File: src/rtl/mips_cpu_prefetch.sv
// mips_cpu_prefetch: Avalon-MM instruction prefetch buffer with redirect and halt-on-pc-0.
// Ports:
//   clk, reset (async, active-low), clk_enable (0 = hold everything).
//   avm_address/avm_read/avm_waitrequest/avm_readdata: instruction fetch master.
//   instr_valid/instr_data/instr_pc/instr_ready: head of the buffer to the core.
//   redirect/redirect_pc: flush and refetch. active: low once halted.
//   stall_count: starvation counter, present only with MIPS_PREFETCH_STALL_COUNTER_EN.
module mips_cpu_prefetch #(
  parameter int          DATA_WIDTH   = 32,
  parameter int          DEPTH        = 4,
  parameter logic [31:0] RESET_VECTOR = 32'hBFC00000
) (
  input  logic                  clk,
  input  logic                  reset,
  input  logic                  clk_enable,
  output logic [31:0]           avm_address,
  output logic                  avm_read,
  input  logic                  avm_waitrequest,
  input  logic [DATA_WIDTH-1:0] avm_readdata,
  output logic                  instr_valid,
  output logic [DATA_WIDTH-1:0] instr_data,
  output logic [31:0]           instr_pc,
  input  logic                  instr_ready,
  input  logic                  redirect,
  input  logic [31:0]           redirect_pc,
  output logic                  active,
  output logic [31:0]           stall_count
);

  localparam int PW = $clog2(DEPTH);
  localparam int CW = PW + 1;

  typedef enum logic [1:0] {
    FETCH,
    DISCARD,
    HALTED
  } state_t;

  state_t          state, state_n;
  logic [31:0]     fetch_pc, fetch_pc_n;
  logic [31:0]     tgt, tgt_n;
  logic [31:0]     addr_n;
  logic            rd_n;
  logic [CW-1:0]   count, cnt_n;
  logic [PW-1:0]   rd_ptr, wr_ptr;
  logic            flush, push, do_pop;

  logic [31:0]           mem_pc   [DEPTH];
  logic [DATA_WIDTH-1:0] mem_data [DEPTH];

  logic        stalled, done, pop, halt_pop;
  logic [31:0] rpc;

  assign rpc      = redirect_pc & 32'hFFFF_FFFC;
  assign stalled  = avm_read & avm_waitrequest;
  assign done     = avm_read & ~avm_waitrequest;

  assign instr_valid = (count != '0) && (state == FETCH);
  assign instr_pc    = mem_pc[rd_ptr];
  assign instr_data  = mem_data[rd_ptr];
  assign active      = (state != HALTED);

  assign pop      = instr_valid & instr_ready;
  assign halt_pop = pop && (instr_pc == 32'h0);

  always_comb begin
    state_n    = state;
    rd_n       = avm_read;
    addr_n     = avm_address;
    fetch_pc_n = fetch_pc;
    tgt_n      = tgt;
    cnt_n      = count;
    flush      = 1'b0;
    push       = 1'b0;
    do_pop     = 1'b0;
    unique case (state)
      FETCH: begin
        if (redirect) begin
          flush = 1'b1;
          cnt_n = '0;
          if (stalled) begin
            // Bus must stay stable; swallow the stale beat later.
            state_n = DISCARD;
            tgt_n   = rpc;
          end else begin
            rd_n       = 1'b1;
            addr_n     = rpc;
            fetch_pc_n = rpc + 32'd4;
          end
        end else if (halt_pop) begin
          state_n = HALTED;
          flush   = 1'b1;
          cnt_n   = '0;
          rd_n    = stalled;
        end else begin
          push   = done;
          do_pop = pop;
          cnt_n  = count + CW'(push) - CW'(do_pop);
          if (!stalled) begin
            // No read in flight after this edge, so cnt_n alone bounds space.
            if (cnt_n < CW'(DEPTH)) begin
              rd_n       = 1'b1;
              addr_n     = fetch_pc;
              fetch_pc_n = fetch_pc + 32'd4;
            end else begin
              rd_n = 1'b0;
            end
          end
        end
      end
      DISCARD: begin
        if (redirect) tgt_n = rpc;
        if (done) begin
          state_n    = FETCH;
          rd_n       = 1'b1;
          addr_n     = redirect ? rpc : tgt;
          fetch_pc_n = addr_n + 32'd4;
        end
      end
      HALTED: begin
        rd_n = stalled;
      end
      default: state_n = FETCH;
    endcase
  end

  always_ff @(posedge clk or negedge reset) begin
    if (!reset) begin
      state       <= FETCH;
      avm_read    <= 1'b0;
      avm_address <= RESET_VECTOR;
      fetch_pc    <= RESET_VECTOR;
      tgt         <= RESET_VECTOR;
      count       <= '0;
      rd_ptr      <= '0;
      wr_ptr      <= '0;
    end else if (clk_enable) begin
      state       <= state_n;
      avm_read    <= rd_n;
      avm_address <= addr_n;
      fetch_pc    <= fetch_pc_n;
      tgt         <= tgt_n;
      count       <= cnt_n;
      if (flush) begin
        rd_ptr <= '0;
        wr_ptr <= '0;
      end else begin
        if (push)   wr_ptr <= wr_ptr + PW'(1);
        if (do_pop) rd_ptr <= rd_ptr + PW'(1);
      end
    end
  end

  always_ff @(posedge clk) begin
    if (clk_enable && push) begin
      mem_pc[wr_ptr]   <= avm_address;
      mem_data[wr_ptr] <= avm_readdata;
    end
  end

`ifdef MIPS_PREFETCH_STALL_COUNTER_EN
  logic [31:0] stall_q;

  always_ff @(posedge clk or negedge reset) begin
    if (!reset) begin
      stall_q <= '0;
    end else if (clk_enable && active && instr_ready && !instr_valid) begin
      stall_q <= stall_q + 32'd1;
    end
  end

  assign stall_count = stall_q;
`else
  assign stall_count = 32'h0;
`endif

endmodule
File: config.mk
export PLATFORM = sky130hd
export DESIGN_NAME = mips_cpu_prefetch
export DESIGN_NICKNAME = d
export VERILOG_FILES = /design/src/rtl/mips_cpu_prefetch.sv
export SDC_FILE = /design/constraint.sdc
export NUM_CORES = 1
export LEC_CHECK = 0
export ABC_AREA = 1
export CORE_MARGIN = 4
export CORE_UTILIZATION = 50
export CTS_CLUSTER_DIAMETER = 120
export DETAILED_ROUTE_END_ITERATION = 10
export PLACE_DENSITY = 0.76
export SYNTH_ARGS = -nofsm -noshare
export SYNTH_HDL_FRONTEND = slang
export SYNTH_SLANG_ARGS = --single-unit
File: constraint.sdc
create_clock -name clk -period 4.7 [get_ports clk]
set_input_delay 0.705 -clock clk [delete_from_list [all_inputs] [get_ports clk]]
set_output_delay 0.705 -clock clk [all_outputs]
set_load 0.005 [all_outputs]
==> metrics.log <==
[metrics] run status: completed
[metrics] cell family with most CP delay: buffers and inverters
[metrics] Setup Buffers After CTS: 0
[metrics] initial DRC count: 964
[metrics] final hold violation count: 0
[metrics] quantity of I/O buffers inserted on ports: 166
[metrics] Cell variety after synth: 37
[metrics] post-synthesis cell count: about 1500
[metrics] number of filler cells placed in the layout: between 2000 and 2500
[metrics] routed wire length: 38200 um
[metrics] floorplan die area: 34700 um^2
[metrics] Vias: between 10000 and 15000
[metrics] worst rel slew slack: 36.7%
[metrics] synthesized flop and latch total: 362
[metrics] Clock H-tree levels: 2
[metrics] total internal power: 7.56 mW
[metrics] clock tree root driver cell: clkbuf_16
[metrics] Critical Path Source Type: register
[metrics] Leakage: 7.49 nW
[metrics] setup repair after global routing missed its margin: false
[metrics] number of nets with antenna violations after routing: 0
[metrics] setup slack of the critical path after layout: 0.789 ns
[metrics] Post-Place Setup Slack: 0.839 ns
[metrics] via count of the first global-routing pass: between 10000 and 15000
[metrics] Die Ht: 186 um
[metrics] crit-path max cell delay: 0.62 ns
[metrics] total number of nets in the final design: 1772
[metrics] number of rows in the core area: 64
[metrics] clock network latency to the later pin of the worst-skew pair: between 0.5 and 0.6 ns
[metrics] path type of the worst min-delay path: in2async
[metrics] Sw Ratio: 33.8%
[metrics] crit share post-route: 83.2%
[metrics] Critical-path top delay cell: buf_4
[metrics] number of antenna violations at the first check in global routing: 0
[metrics] slew at the pin closest to its max-slew limit: around 0.95 ns
[metrics] Most Frequent Cell on Critical Path: buf_4
[metrics] top achievable clock speed: about 260 MHz
[metrics] net switching component of the power: slightly below 4 mW
[metrics] num ports: 201
[metrics] maximum clock skew at final layout: approximately 0.012 ns
[metrics] CP required: 3.99 ns
[metrics] Seq pwr share: 38.7%
[metrics] hold-fix buffer count after cts: 0
[metrics] initial standard-cell utilization of the core: 51.2%
[metrics] area of the core: 31000 um^2
[metrics] DRT Pass-1 Iters: 5
[metrics] clock tree from TritonCTS: built
[metrics] via count normalized by instance count: 5.31
[metrics] final-report max-slew violation count: 0
[metrics] share of flip-flops with an asynchronous set or reset: 29.3%
[metrics] most area-hungry cell type in the Yosys netlist: edfxtp_1
[metrics] part of the total power dissipated in combinational logic: 34.6%
[metrics] routed wirelength normalized by instance count: 18.1 um
[metrics] Syn. warnings: 0
[metrics] proportion of layout cells with a drive suffix above 1: 7.92%
[metrics] deepest clock path buffer count: 3
[metrics] Maximum Capacitance Violations: 0
[metrics] post-synthesis instance area: 15900 um^2
[metrics] layout overhead on the synthesized area: 20.1%
[metrics] number of antenna cells inserted: 0
[metrics] synthesized area per cell: 10.3 um^2
[metrics] Final setup violation count: 0
[metrics] ordered list of cells on the worst path: buf_4 -> buf_4 -> o21ai_0 -> o22ai_1 -> clkdlybuf4s50_1
[metrics] filler-free cell count of the finished design: 2114
[metrics] clk slew on worst S/H paths: 0.06 ns
[metrics] weighted congestion reported at the end of routability-driven placement: slightly below 0.9
[metrics] total DRC errors in the routed layout: 0
[metrics] maximum VDD drop: 382 uV
[metrics] CP Max Fanout: 66
[metrics] Post-Route Setup TNS: 0 ns
[metrics] sum of overflow across all layers after global routing: 0
[metrics] pin count of the biggest net entering global routing: between 70 and 80
[metrics] FF-to-FF setup slack: 0.83 ns
[metrics] global-route wire length before repair: 58300 um
[metrics] number of buffers and inverters on the critical path: 3
[metrics] element type at the critical path end: output port
[metrics] number of buffers added by the clock tree synthesis step: 38
[metrics] power per standard cell area: 599 nW/um^2
[metrics] flip-flop cell with the highest count after synthesis: edfxtp_1
[metrics] clock group share of total power: about a quarter
[metrics] Die Wd: about 190 um
[metrics] dpl cells: 2046
[metrics] WS Path Type: reg2out
[metrics] area fraction of the dominant cell type after synthesis: 48.4%
[metrics] EDFF count, synth: 256
[metrics] sequential share of the synthesized area: 65.3%
[metrics] total of cells resized after clock tree synthesis: 0
[metrics] half-perimeter wire length after detailed placement: ~24000 um
[metrics] Total GRT Usage: 21.4%
[metrics] min cycle time layout: 3.91 ns
[metrics] Num Clock Sinks: between 300 and 400
[metrics] critical path arrival: 3.21 ns
[metrics] cell types with the largest area share after synthesis: edfxtp_1 (48%), dfrtp_1 (12%), nand2_1 (11%)
[routing by layer]
metal	track usage [%]	wire length, um	vias up	part of all wire, %
met3	3.33	2660	68	7.0
li1	-	-	5405	-
met4	6.65	1110	0	2.9
met5	0	0	-	0
met1	29.0	16000	5385	42
met2	35.9	18400	367	48
[cell usage in the layout, fill, tap and decap left out, types with 11 or more instances in the layout]
cell             instances
nand2_1                448
edfxtp_1               256
clkdlybuf4s50_1        165
o21ai_0                132
nor2_1                 132
nand3_1                126
inv_1                  103
dfrtp_1                 77
clkbuf_16               40
o22ai_1                 32
conb_1                  32
dfstp_2                 27
xor2_1                  15
mux2_2                  15
buf_4                   15
ha_1                    11
[final timing paths]
kind	end	from	depth (start not counted)
max	instr_data[8]	rd_ptr[0]$_DFFE_PN0P_	5
min	fetch_pc[21]$_DFFE_PN0P_	reset	1
max reg2reg	mem_pc[2][1]$_DFFE_PP_	rd_ptr[0]$_DFFE_PN0P_	11
min reg2reg	fetch_pc[26]$_DFFE_PN1P_	fetch_pc[26]$_DFFE_PN1P_	2
max in group asynchronous	rd_ptr[0]$_DFFE_PN0P_	reset	2
min in group clk	fetch_pc[26]$_DFFE_PN1P_	fetch_pc[26]$_DFFE_PN1P_	2
[stage by stage]
step           cell area [um^2]  utilization (%)  hold WS (ns)  power, mW
4_1_cts                   19100             61.5         0.361       11.5
6_report                  19100             61.5         0.340       11.4
3_3_place_gp              17800             57.4         0.451       8.34
3_5_place_dp              17800             57.4         0.455       8.44
5_1_grt                   19100             61.5         0.402       12.1
2_1_floorplan             16000                -         0.409       6.64
[logic make-up (layout without fill, tap and decap cells)]
kind of cell    Yosys count  count (layout)  synth area share (%)
xor+xnor                 19              19                  1.05
compound gates          189             189                  6.54
fa+ha+maj                12              12                 0.993
buf+inv                 211             361                  6.47
other cells               1              32                0.0236
mux                      15              15                  1.06
flops                   362             362                  65.3
simple gates            728             728                  18.5
[area by class of cell]
type | count | area [um^2] | area share [%]
multi-input combinational | 995 | 4640 | 24.3
sequential | 362 | 10400 | 54.4
inverter | 108 | 408 | 2.14
timing repair buffer | 185 | 1860 | 9.78
tap | 396 | 495 | 2.60
clock buffer | 51 | 1080 | 5.67
clock inverter | 17 | 203 | 1.06
[power groups by stage]
stage / clock [mW] / sequential (mW) / combinational [mW]
2_1_floorplan: 0 / 4.34 / 2.30
3_3_place_gp: 0 / 4.45 / 3.88
3_5_place_dp: 0 / 4.48 / 3.96
4_1_cts: 3.11 / 4.42 / 3.99
5_1_grt: 3.24 / 4.48 / 4.40
6_report: 3.05 / 4.42 / 3.95
[cell usage after synthesis, drive strengths merged, types with 2 or more instances]
cell type  instances
ha                11
a21oi              2
a22oi              3
edfxtp           256
nor2             138
o22ai             32
o211ai             7
nor3               3
inv              107
dfrtp             79
nand2            451
nand4              9
xnor2              4
nand3            127
mux2              15
xor2              15
o21ai            134
clkbuf            27
buf               76
dfstp             27
a21boi             7
[flip-flops by register name (all words and copies together) (netlist names)]
register,cells
avm_address,32
avm_read,1
count,3
fetch_pc,32
mem_data,128
mem_pc,128
rd_ptr,2
state,2
tgt,32
wr_ptr,2
No activity file was read; power rests on OpenSTA's default activity.
